File: src/rtl/v30mz_pkg.sv
// Shared writeback types: register-file write part encoding, the
// normalised writeback entry, and the 8086 byte-register mapping helper.
package v30mz_pkg;

   localparam int unsigned WB_CODE_W = 3;
   localparam int unsigned WB_DATA_W = 16;

   typedef enum logic [1:0] {
      PART_NONE = 2'b00,
      PART_LO   = 2'b01,
      PART_HI   = 2'b10,
      PART_WORD = 2'b11
   } wb_part_t;

   typedef struct packed {
      logic [WB_CODE_W-1:0] id;
      wb_part_t             part;
      logic [WB_DATA_W-1:0] data;
   } wb_entry_t;

   // AL..BL (0..3) map to the low byte of word regs 0..3;
   // AH..BH (4..7) map to the high byte of the same word regs.
   function automatic wb_entry_t byte_reg_map(input logic [WB_CODE_W-1:0] code,
                                              input logic                 is_byte,
                                              input logic [WB_DATA_W-1:0] data);
      wb_entry_t e;
      if (!is_byte) begin
         e.id   = code;
         e.part = PART_WORD;
         e.data = data;
      end else if (!code[2]) begin
         e.id   = code;
         e.part = PART_LO;
         e.data = {8'h00, data[7:0]};
      end else begin
         e.id   = {1'b0, code[1:0]};
         e.part = PART_HI;
         e.data = {data[7:0], 8'h00};
      end
      return e;
   endfunction

endpackage

File: src/rtl/reg_writeback_fifo.sv
// wb_fifo: writeback entry FIFO with two write ports (second only used
// together with the first, for dual-destination results) and one read
// port. Exposes the occupancy and per-slot valid/id for hazard tracking.
module wb_fifo
   import v30mz_pkg::*;
#(
   parameter int unsigned DEPTH = 4
) (
   input  logic                              clk,
   input  logic                              reset,
   input  logic                              wr0_en_i,
   input  wb_entry_t                         wr0_entry_i,
   input  logic                              wr1_en_i,
   input  wb_entry_t                         wr1_entry_i,
   input  logic                              rd_en_i,
   output wb_entry_t                         head_o,
   output logic [$clog2(DEPTH):0]            count_o,
   output logic [DEPTH-1:0]                  vld_o,
   output logic [DEPTH-1:0][WB_CODE_W-1:0]   id_o
);

   localparam int unsigned PW = $clog2(DEPTH);
   localparam int unsigned CW = PW + 1;

   wb_entry_t         mem_q [DEPTH];
   logic [PW-1:0]     wr_ptr_q, wr_ptr_d, wr_ptr_nx;
   logic [PW-1:0]     rd_ptr_q, rd_ptr_d;
   logic [CW-1:0]     count_q, count_d;
   logic [DEPTH-1:0]  vld_q, vld_d;

   // Next-state for pointers, occupancy and per-slot valid bits
   always_comb begin
      wr_ptr_nx = wr_ptr_q + PW'(1);
      wr_ptr_d  = wr_ptr_q + PW'(wr0_en_i) + PW'(wr1_en_i);
      rd_ptr_d  = rd_ptr_q + PW'(rd_en_i);
      count_d   = count_q + CW'(wr0_en_i) + CW'(wr1_en_i) - CW'(rd_en_i);
      vld_d     = vld_q;
      if (rd_en_i)  vld_d[rd_ptr_q]  = 1'b0;
      if (wr0_en_i) vld_d[wr_ptr_q]  = 1'b1;
      if (wr1_en_i) vld_d[wr_ptr_nx] = 1'b1;
   end

   // Control state register; reset discards all queued entries
   always_ff @(posedge clk) begin
      if (reset) begin
         wr_ptr_q <= '0;
         rd_ptr_q <= '0;
         count_q  <= '0;
         vld_q    <= '0;
      end else begin
         wr_ptr_q <= wr_ptr_d;
         rd_ptr_q <= rd_ptr_d;
         count_q  <= count_d;
         vld_q    <= vld_d;
      end
   end

   // Entry storage; contents are qualified by vld_q/count_q so no reset
   always_ff @(posedge clk) begin
      if (wr0_en_i) mem_q[wr_ptr_q]  <= wr0_entry_i;
      if (wr1_en_i) mem_q[wr_ptr_nx] <= wr1_entry_i;
   end

   // Per-slot destination ids for the pending mask
   always_comb begin
      for (int unsigned i = 0; i < DEPTH; i++) begin
         id_o[i] = mem_q[i].id;
      end
   end

   assign head_o  = mem_q[rd_ptr_q];
   assign count_o = count_q;
   assign vld_o   = vld_q;

endmodule

File: src/rtl/reg_writeback.sv
// reg_writeback: writeback stage ahead of the register file. Arbitrates
// load (priority) and execute results, normalises byte-register codes,
// queues entries in wb_fifo and drains one write per cycle.
// Optional feature: REG_WB_BYPASS_EN lets the first entry of a request
// accepted into an empty FIFO go straight to the register-file port.
module reg_writeback
   import v30mz_pkg::*;
#(
   parameter int unsigned NUM_REGISTERS = 8,
   parameter int unsigned DEPTH         = 4
) (
   input  logic                             clk,
   input  logic                             reset,
   input  logic                             mem_valid,
   output logic                             mem_ready,
   input  logic                             mem_byte,
   input  logic [2:0]                       mem_id,
   input  logic [15:0]                      mem_data,
   input  logic                             exec_valid,
   output logic                             exec_ready,
   input  logic                             exec_byte,
   input  logic                             exec_dual,
   input  logic [2:0]                       exec_id,
   input  logic [15:0]                      exec_data,
   input  logic [2:0]                       exec_id2,
   input  logic [15:0]                      exec_data2,
   output logic                             we,
   output logic [1:0]                       write_part,
   output logic [$clog2(NUM_REGISTERS)-1:0] write_id,
   output logic [15:0]                      write_data,
   output logic [NUM_REGISTERS-1:0]         pending
);

   localparam int unsigned IDW = $clog2(NUM_REGISTERS);
   localparam int unsigned CW  = $clog2(DEPTH) + 1;

   logic [CW-1:0]                  count, free;
   logic                           mem_fire, exec_fire, any_fire, dual_fire, deq;
   logic                           wr0_en, wr1_en;
   wb_entry_t                      e0, e1, wr0_entry, wr1_entry, head, out_entry;
   logic [DEPTH-1:0]               fifo_vld;
   logic [DEPTH-1:0][WB_CODE_W-1:0] fifo_id;
`ifdef REG_WB_BYPASS_EN
   logic                           bypass;
`endif

   wb_fifo #(.DEPTH(DEPTH)) u_fifo (
      .clk         (clk),
      .reset       (reset),
      .wr0_en_i    (wr0_en),
      .wr0_entry_i (wr0_entry),
      .wr1_en_i    (wr1_en),
      .wr1_entry_i (wr1_entry),
      .rd_en_i     (deq),
      .head_o      (head),
      .count_o     (count),
      .vld_o       (fifo_vld),
      .id_o        (fifo_id)
   );

   // Space check uses current occupancy only; a same-cycle drain never adds room
   always_comb begin
      free       = CW'(DEPTH) - count;
      mem_ready  = (free >= CW'(1));
      exec_ready = !mem_valid && (free >= (exec_dual ? CW'(2) : CW'(1)));
      mem_fire   = mem_valid && mem_ready;
      exec_fire  = exec_valid && exec_ready;
      any_fire   = mem_fire || exec_fire;
      dual_fire  = exec_fire && exec_dual;
      deq        = (count != '0);
   end

   // Normalise the winning request into one or two entries
   always_comb begin
      e0 = mem_fire ? byte_reg_map(mem_id, mem_byte, mem_data)
                    : byte_reg_map(exec_id, exec_byte, exec_data);
      e1 = byte_reg_map(exec_id2, exec_byte, exec_data2);
   end

`ifdef REG_WB_BYPASS_EN
   assign bypass = any_fire && (count == '0);
`endif

   // Enqueue steering; a bypassed first entry shifts the second onto port 0
   always_comb begin
      wr0_en    = any_fire;
      wr0_entry = e0;
      wr1_en    = dual_fire;
      wr1_entry = e1;
`ifdef REG_WB_BYPASS_EN
      if (bypass) begin
         wr0_en    = dual_fire;
         wr0_entry = e1;
         wr1_en    = 1'b0;
      end
`endif
   end

   // Register-file port: FIFO head, or the bypassed entry, else all zero
   always_comb begin
      we        = 1'b0;
      out_entry = '0;
`ifdef REG_WB_BYPASS_EN
      if (bypass) begin
         we        = 1'b1;
         out_entry = e0;
      end else
`endif
      if (deq) begin
         we        = 1'b1;
         out_entry = head;
      end
   end

   assign write_part = out_entry.part;
   assign write_id   = IDW'(out_entry.id);
   assign write_data = out_entry.data;

   // Pending mask: OR of one-hot destinations of all valid FIFO slots
   always_comb begin
      pending = '0;
      for (int unsigned i = 0; i < DEPTH; i++) begin
         if (fifo_vld[i]) pending[fifo_id[i]] = 1'b1;
      end
   end

endmodule

File: config.mk
export PLATFORM = sky130hd
export DESIGN_NAME = reg_writeback
export DESIGN_NICKNAME = d
export VERILOG_FILES = /design/src/rtl/v30mz_pkg.sv /design/src/rtl/reg_writeback_fifo.sv /design/src/rtl/reg_writeback.sv
export SDC_FILE = /design/constraint.sdc
export NUM_CORES = 1
export LEC_CHECK = 0
export CORE_MARGIN = 2
export CORE_UTILIZATION = 55
export DETAILED_ROUTE_END_ITERATION = 10
export PLACE_DENSITY = 0.82
export SYNTH_ARGS = -nofsm -noshare
export SYNTH_HDL_FRONTEND = slang
export SYNTH_SLANG_ARGS = --single-unit
File: constraint.sdc
create_clock -name clk -period 12.1 [get_ports clk]
set_clock_uncertainty 0.2 [all_clocks]
set_input_delay 3.63 -clock clk [delete_from_list [all_inputs] [get_ports clk]]
set_output_delay 3.63 -clock clk [all_outputs]
set_load 0.01 [all_outputs]
### Word level (Yosys, flattened, before mapping)

Memory sizes are Yosys's and may differ from the RTL's. A register that Yosys moved wholly into a read port is not among the register bits.
Cells that the tools add are included.

* register bits after elaboration: 11
* RAM bits: 84
* bits of input ports: 64
* output and inout bits: 32
* logic and storage cells: 86
* memories: 1

* add/sub/neg operators: 8
* $lt $le $gt $ge: 16
* muxes and demuxes: 36
* bitwise gates (word level): 7
* reductions and logical operators: 14

Memories
* u_fifo.mem_q: depth 4, bits a word 21, rd ports 5, clocked after Yosys merged registers in 1, wr ports 2, RTL line reg_writeback_fifo.sv:25 `wb_entry_t mem_q [DEPTH];`

Operators with widths (count)
* $mux W21: 5
* $mux W18: 3
* $mux W8: 4
* $or A8 B8 Y8: 3
* $lt A3 B4 Y1 const B: 4
* $ge A3 B1 Y1 const B: 5
* $demux W1 S3: 4
* $mux W1: 12
* $mux W4: 3
* $logic_and A1 B1 Y1: 11
* $lt A2 B3 Y1 const B: 3
* $or A4 B4 Y4: 2
* $add A2 B1 Y2: 3
* $add A3 B1 Y3: 2
* $demux W1 S2: 3
* $ge A2 B1 Y1 const B: 3
* $and A4 B4 Y4: 1
* $mux W2: 2
* $not A4 Y4: 1
* $ge A3 B2 Y1: 1
* $reduce_bool A3 Y1: 1
* $sub A3 B1 Y3: 1
* $sub A3 B3 Y3 const A: 1
* $add A2 B1 Y2 const B: 1
* 2 further kinds: 2

### Longest topological paths before layout

* word-level depth: 11
* gate-level depth with buffers: 13
* mapped depth without buffers: 13

### By module

A second synthesis with hierarchy kept.

* cells, all modules: 478
* area, all modules: 6003.3 µm²

Modules (own cells, without submodules)
* wb_fifo: instances 1, cells an instance 274, area each 4717.0 µm², seq. area each 2742.6 µm²
* reg_writeback: instances 1, cells an instance 204, area each 1286.2 µm², seq. area each 0.0 µm²

### Worst setup path before layout

No wires, ideal clock.

* kind: input-to-output
* start point: input exec_dual
* end point: output exec_ready
* arrival: 4.410 ns
* data required time: 8.270 ns
* slack: 3.860 ns
* stages on the path: 5
* path buffers: 0
* cell sequence: inv_1 ha_1 nor2b_1 o21a_1 nor2_1

* longest elaborated chain between the ends: 3

Ends and longest elaborated chain
* start, declared: RTL line reg_writeback.sv:22 `input logic exec_dual,`
* $mux W2: RTL line reg_writeback.sv:65 `exec_ready = !mem_valid && (free >= (exec_dual ? CW'(2) : CW'(1)));`
* $ge A3 B2 Y1: RTL line reg_writeback.sv:65
* $logic_and A1 B1 Y1: RTL line reg_writeback.sv:65
* end, declared: RTL line reg_writeback.sv:20 `output logic exec_ready,`

No other way between the ends.

### Worst setup path after layout

Ends and elaborated chain as after synthesis.

==> reports/qor.yml <==
outcome: "complete, no violations"
rsz0062_at_grt: "false"
dieArea_um2: 11500
clkLatencyLatePin_ns: 0.35
insertedDiodeCount: 0
setup_ws_ns: 2.58
drive_gt1_frac: 0.138
yosys_register_bits: 95
synth-simple-area-share: 0.142
dp_hpwl_um: 10800
grt_pass1_wl_um: 24600
cpMostUsedCell: "clkdlybuf4s50_1"
critPathKind: "input pin to output port"
grt_antenna_before_repair: 0
powerDensity_nw_per_um2: 224
synth_top_family_by_area: "multiplexers"
netlist_top_cells_area: "edfxtp_1, mux2i_1, mux4_2"
yosysMostFrequentCell: "edfxtp_1"
max_stage_delay_ns: 0.55
place_ws_ns: 2.60
syn_inst: 474
hold_ws_ns: 0.330
finalHoldViolCount: 0
hold_class: "flop to flop"
setup-violations-final: 0
ioPinCount: 96
fp.coreArea_um2: 10300
start_kind: "input pin"
synth_compound_area_frac: 0.0822
postSynthAreaPerCell_um2: 12.4
grt_max_degree: 25
synth-main-ff-cell: "edfxtp_1"
finalCritPeriodShare: 0.787
ys_types: 54
maxCapViolations: 0
finalSetupTns_ns: 0
crit_arrival_ns: 5.69
end_kind: "output port"
power_leakage_nw: 2.62
area_growth_pct: 21.1
async_flop_share: 0
portBuffers: 95
synth_top_area_frac: 0.430
path_cells: "clkdlybuf4s50_1 -> inv_1 -> ha_1 -> nor2b_1 -> o21a_1 -> nor2_1 -> clkdlybuf4s50_1"
dr_total_vias: 4514
synthMuxAreaShare: 0.235
cts_tree: "yes"
maxSlewHeadroom: 0.419
cts.path.max_buffers: 2
syn_nets: 548
dr.pass1.iters: 6
clk_pin_slew_ns: 0.09
vdd_drop_max_uv: 156
synthAdderAreaFrac: 0.0252
synth_edf_count: 84
cts.repair.resized: 0
fin_crit_ns: 9.52
yosysWarnings: 0
slew_viol_final: 0
routed_wl_um: 15900
groute.usage.overall: 0.285
rows: 37
cts-hold-fix-buffers: 0
grt_overflow_total: 0
ant_nets: 0
root_buffer: "clkbuf_8"
yosysTopAreaCell: "edfxtp_1"
cp_top_family: "buffers and inverters"
synthTopCellsByCount: "edfxtp_1, mux2i_1, nand2_1"
cts_setup_buffers: 0
fmax_mhz: 105
synth-seq-area-share: 0.468
placed_area_um2: 6900
synth-xor-area-share: 0.00598
htreeDepth: 3
crit_fanout: 6
crit_slowest_cell: "clkdlybuf4s50_1"
initial_core_util: 0.568
worst-endpoint-required_ns: 8.27
cts_buffers: 9
nets: 627
cts.sinks: 95
wl_per_cell_um: 22.9
die_y_um: 107
total_power_mw: 1.59
vias_per_cell: 6.50
die_w_um: 107
gp_congestion: 0.901
cp.buffers_inverters: 3
syn_area_um2: 5860
first_iter_violations: 453
worst_pin_slew_ns: 0.871
stdcell_area_um2: 7100
grt_pass1_vias: 4589
drc_errors: 0
## worst register-to-register path, stage by stage, from the launching register on
cell,delay (ns)
dfxtp_1,0.37
inv_1,0.10
ha_1,0.21
ha_1,0.28
or4b_4,0.61
nand2_1,0.15
a21boi_1,0.57
fa_1,0.28
inv_1,0.05
fa_1,0.37
xnor2_1,0.18
xnor2_1,0.13
nor2_1,0.05
## metal layers
layer / global-route usage / routed length, um / share of wire / vias to the layer above
met5: 0 / 0 / 0 / -
met4: 0.115 / 421 / 0.027 / 0
met3: 0.0644 / 1580 / 0.10 / 48
met2: 0.459 / 7720 / 0.49 / 289
met1: 0.373 / 6130 / 0.39 / 2183
li1: - / - / - / 1994
## registers in the layout, indices dropped and copies added (netlist names)
signal / cells
u_fifo.count_o: 3
u_fifo.mem_q: 84
u_fifo.rd_ptr_q: 2
u_fifo.vld_o: 4
u_fifo.wr_ptr_q: 2
## layout make-up
cell class	count	area [um2]
Timing Repair Buffer	106	1030
Multi-Input combinational cell	329	2900
Clock inverter	7	78.8
Clock buffer	9	124
Tap cell	136	170
Inverter	12	45.0
Sequential cell	95	2740
Fill cell	753	3230
## per-stage QoR
step / std cells / utilization
2_1_floorplan: 474 / -
3_3_place_gp: 678 / 0.668
3_5_place_dp: 678 / 0.668
4_1_cts: 694 / 0.688
5_1_grt: 694 / 0.688
6_report: 694 / 0.688
## placed cells by master, fill, tap and decap left out, drive strengths merged, types with 9 or more instances in the layout
master | netlist | layout
a31oi | 9 | 9
a21oi | 11 | 11
buf | 25 | 11
o21bai | 9 | 9
and2 | 23 | 23
inv | 11 | 15
mux2 | 10 | 10
edfxtp | 84 | 84
mux4 | 21 | 21
nand2 | 28 | 28
nand3 | 11 | 11
and4 | 9 | 9
dfxtp | 11 | 11
nor2 | 21 | 21
clkdlybuf4s50 | 0 | 95
clkbuf | 12 | 9
mux2i | 79 | 79
## cell families after synthesis
kind of cell,Yosys count
buffers and inverters,50
flip-flops,95
AND/OR/NAND/NOR,142
AO/OA/AOI/OAI,63
adder cells (fa/ha/maj),10
multiplexers,110
XOR/XNOR,4
## power breakdown
group          leakage (nW)  switching, mW  internal [mW]
registers             0.869         0.0792          0.505
clock network         0.100          0.117         0.0986
logic                  1.65          0.393          0.399
## final timing paths
kind / start / endpoint / slack, ns / cells after the start
worst max-delay path: exec_dual / exec_ready / 2.58 / 7
worst min-delay path: u_fifo.count_o[2] / u_fifo.count_o[2] / 0.33 / 2
worst max register to register: u_fifo.count_o[0] / u_fifo.count_o[2] / 8.44 / 12
worst min register to register: u_fifo.count_o[2] / u_fifo.count_o[2] / 0.33 / 2
Power figures use the tool's default switching activity.
==> RTL change (same flow settings) <==
Change the parameter `NUM_REGISTERS` from 8 to 4.
--- a/src/rtl/reg_writeback.sv
+++ b/src/rtl/reg_writeback.sv
@@ -6,7 +6,7 @@
 module reg_writeback
    import v30mz_pkg::*;
 #(
-   parameter int unsigned NUM_REGISTERS = 8,
+   parameter int unsigned NUM_REGISTERS = 4,
    parameter int unsigned DEPTH         = 4
 ) (
    input  logic                             clk,
Ports: changed (resized pending and write_id); port bits go from 96 to 91. No check against the original RTL was run, so the function may have changed too.
==> RTL change against the unedited design <==
Area after synthesis decreased by 3.0%. Count of clock-buffer cells in the layout unchanged. Worst hold slack got worse by 0.0017 ns. Non-clock buffer count decreased by 7. Setup slack improved by 0.045 ns. Combinational power decreased by 5.3%. Total power decreased by 2.8%. Final area decreased by 3.3%. Sequential cell count unchanged. Maximum frequency increased by 0.47%. Wire length decreased by 9.5%.
==> RTL change: results (changes against the unedited design) <==
PortBufs 90 (-5.3%); initial antenna violation count 0 (unchanged); Post-Place Cell Area 6650 sq um (-3.6%); total track usage 26.8% (-1.7 points); layout cells sized above 1 14.6% (+0.84 points); Clk Latency, worst-skew pair 0.36 ns; Post-CTS Repair Setup Buffers 0 (unchanged); first-pass GRT wire length 22500 um (-8.6%); CTS H-Tree Depth 3 (unchanged); post-synthesis mux area share 23.8% (+0.34 points); DRT Pass-1 Iters 7 (+1); most common library cells after synthesis edfxtp_1, mux2i_1, nand2_1, and2_1, mux4_2; CTS root buf clkbuf_8; Synth cell types 51 (-5.6%); # diodes 0 (unchanged); Iter 0 DRT Violations 351 (-23%); Mapped Nets 518 (-5.5%); nets 595 (-5.1%); yosys warns 0 (unchanged); Final Wtd Congestion 0.853 (-5.3%); VDD IR max 0.193 mV (+23%); outcome finished clean; number of enable flip-flop cells after synthesis 84 (unchanged); Net Sw Power 0.000547 W (-7.1%); adder-cell share of the synthesized area 2.60% (+0.079 points); pin count of the biggest net entering global routing 25 (unchanged); top post-synthesis cells by area edfxtp_1, mux2i_1, mux4_2; crit-path max FO 7 (+1); compound-gate portion of the synthesized area 8.10% (-0.12 points); most flop-heavy register u_fifo.mem_q; Worst Hold Class reg2reg; vias in the first global route 4185 (-8.8%); max FFs per register 84 (unchanged); placed cells 646 (-4.7%); P_leak 2.26 nW (-14%); Post-Route WL 14400 um (-9.5%); Clock Tree Buf Depth 2 (unchanged); clk slew on worst S/H paths 0.09 ns (about the same); cts repair resizes 0 (unchanged); Post-Syn Instances 444 (-6.3%); CTS Buf Count 9 (unchanged); DR vias 4124 (-8.6%); hpwl dp 9570 um (-11%); sequential area share after synthesis 48.3% (+1.5 points); WP data arrival 5.64 ns (-0.05 ns); mean routed wirelength per cell 21.7 um (-5.1%); xor and xnor fraction of the mapped netlist area 0.616% (+0.019 points); Post-synth ARST share 0% (unchanged); Rel. slew slack 26.0% (-16 points)
[RTL change: changes by cell type in the layout (fill, tap and decap cells not counted), sizes merged, moves of 4 or more]
cell | before | now
clkdlybuf4s50 | 95 | 90
nand4 | 6 | 1
nand3 | 11 | 7
nor3b | 8 | 3
nor3 | 5 | 1
nand4b | 8 | 2
inv | 15 | 11
[RTL change: worst paths after layout]
check,startpoint,endpoint,slack (ns),cells after the start
setup / recovery,exec_dual,exec_ready,2.63,7
hold / removal,u_fifo.vld_o[0],u_fifo.vld_o[0],0.33,2
setup reg to reg,u_fifo.count_o[0],u_fifo.count_o[2],7.74,12
hold reg to reg,u_fifo.vld_o[0],u_fifo.vld_o[0],0.33,2
[RTL change: cell type report]
cell class	count	area (sq um)
Timing Repair Buffer	99	968
Clock buffer	9	124
Fill cell	758	3320
Clock inverter	7	95.1
Multi-Input combinational cell	305	2720
Inverter	11	41.3
Sequential cell	95	2740
Tap cell	136	170
[RTL change: logic make-up after synthesis]
family / Yosys count
compound gates: 60
xor+xnor: 4
fa+ha+maj: 10
buf+inv: 44
flops: 95
mux: 109
simple gates: 122
[RTL change: power by group through the flow]
stage	registers [W]	clock network, W	logic, W
after floorplan	0.000540	0	0.000507
after global placement	0.000565	0	0.000728
after detailed placement	0.000574	0	0.000746
after CTS	0.000567	0.000232	0.000751
after global routing	0.000578	0.000242	0.000814
final	0.000567	0.000230	0.000750
[RTL change: stage by stage]
step	power, W	worst slack (ns)
after floorplan	0.00105	3.88
after global placement	0.00129	2.72
after detailed placement	0.00132	2.64
after CTS	0.00155	2.64
after global routing	0.00163	2.51
final	0.00155	2.63
[RTL change: critical path, cell delays in order]
cell,delay (ns)
clkdlybuf4s50_1,0.58
inv_1,0.10
ha_1,0.30
nor2b_1,0.20
o21a_1,0.27
nor2_1,0.06
clkdlybuf4s50_1,0.50
[RTL change: per-layer routing]
metal / vias to the layer above / global-route usage [%] / routed length [um]
li1: 1871 / - / -
met1: 2041 / 34.9 / 5850
met2: 189 / 45.2 / 7230
met3: 23 / 4.45 / 1010
met4: 0 / 10.1 / 261
met5: - / 0 / 0
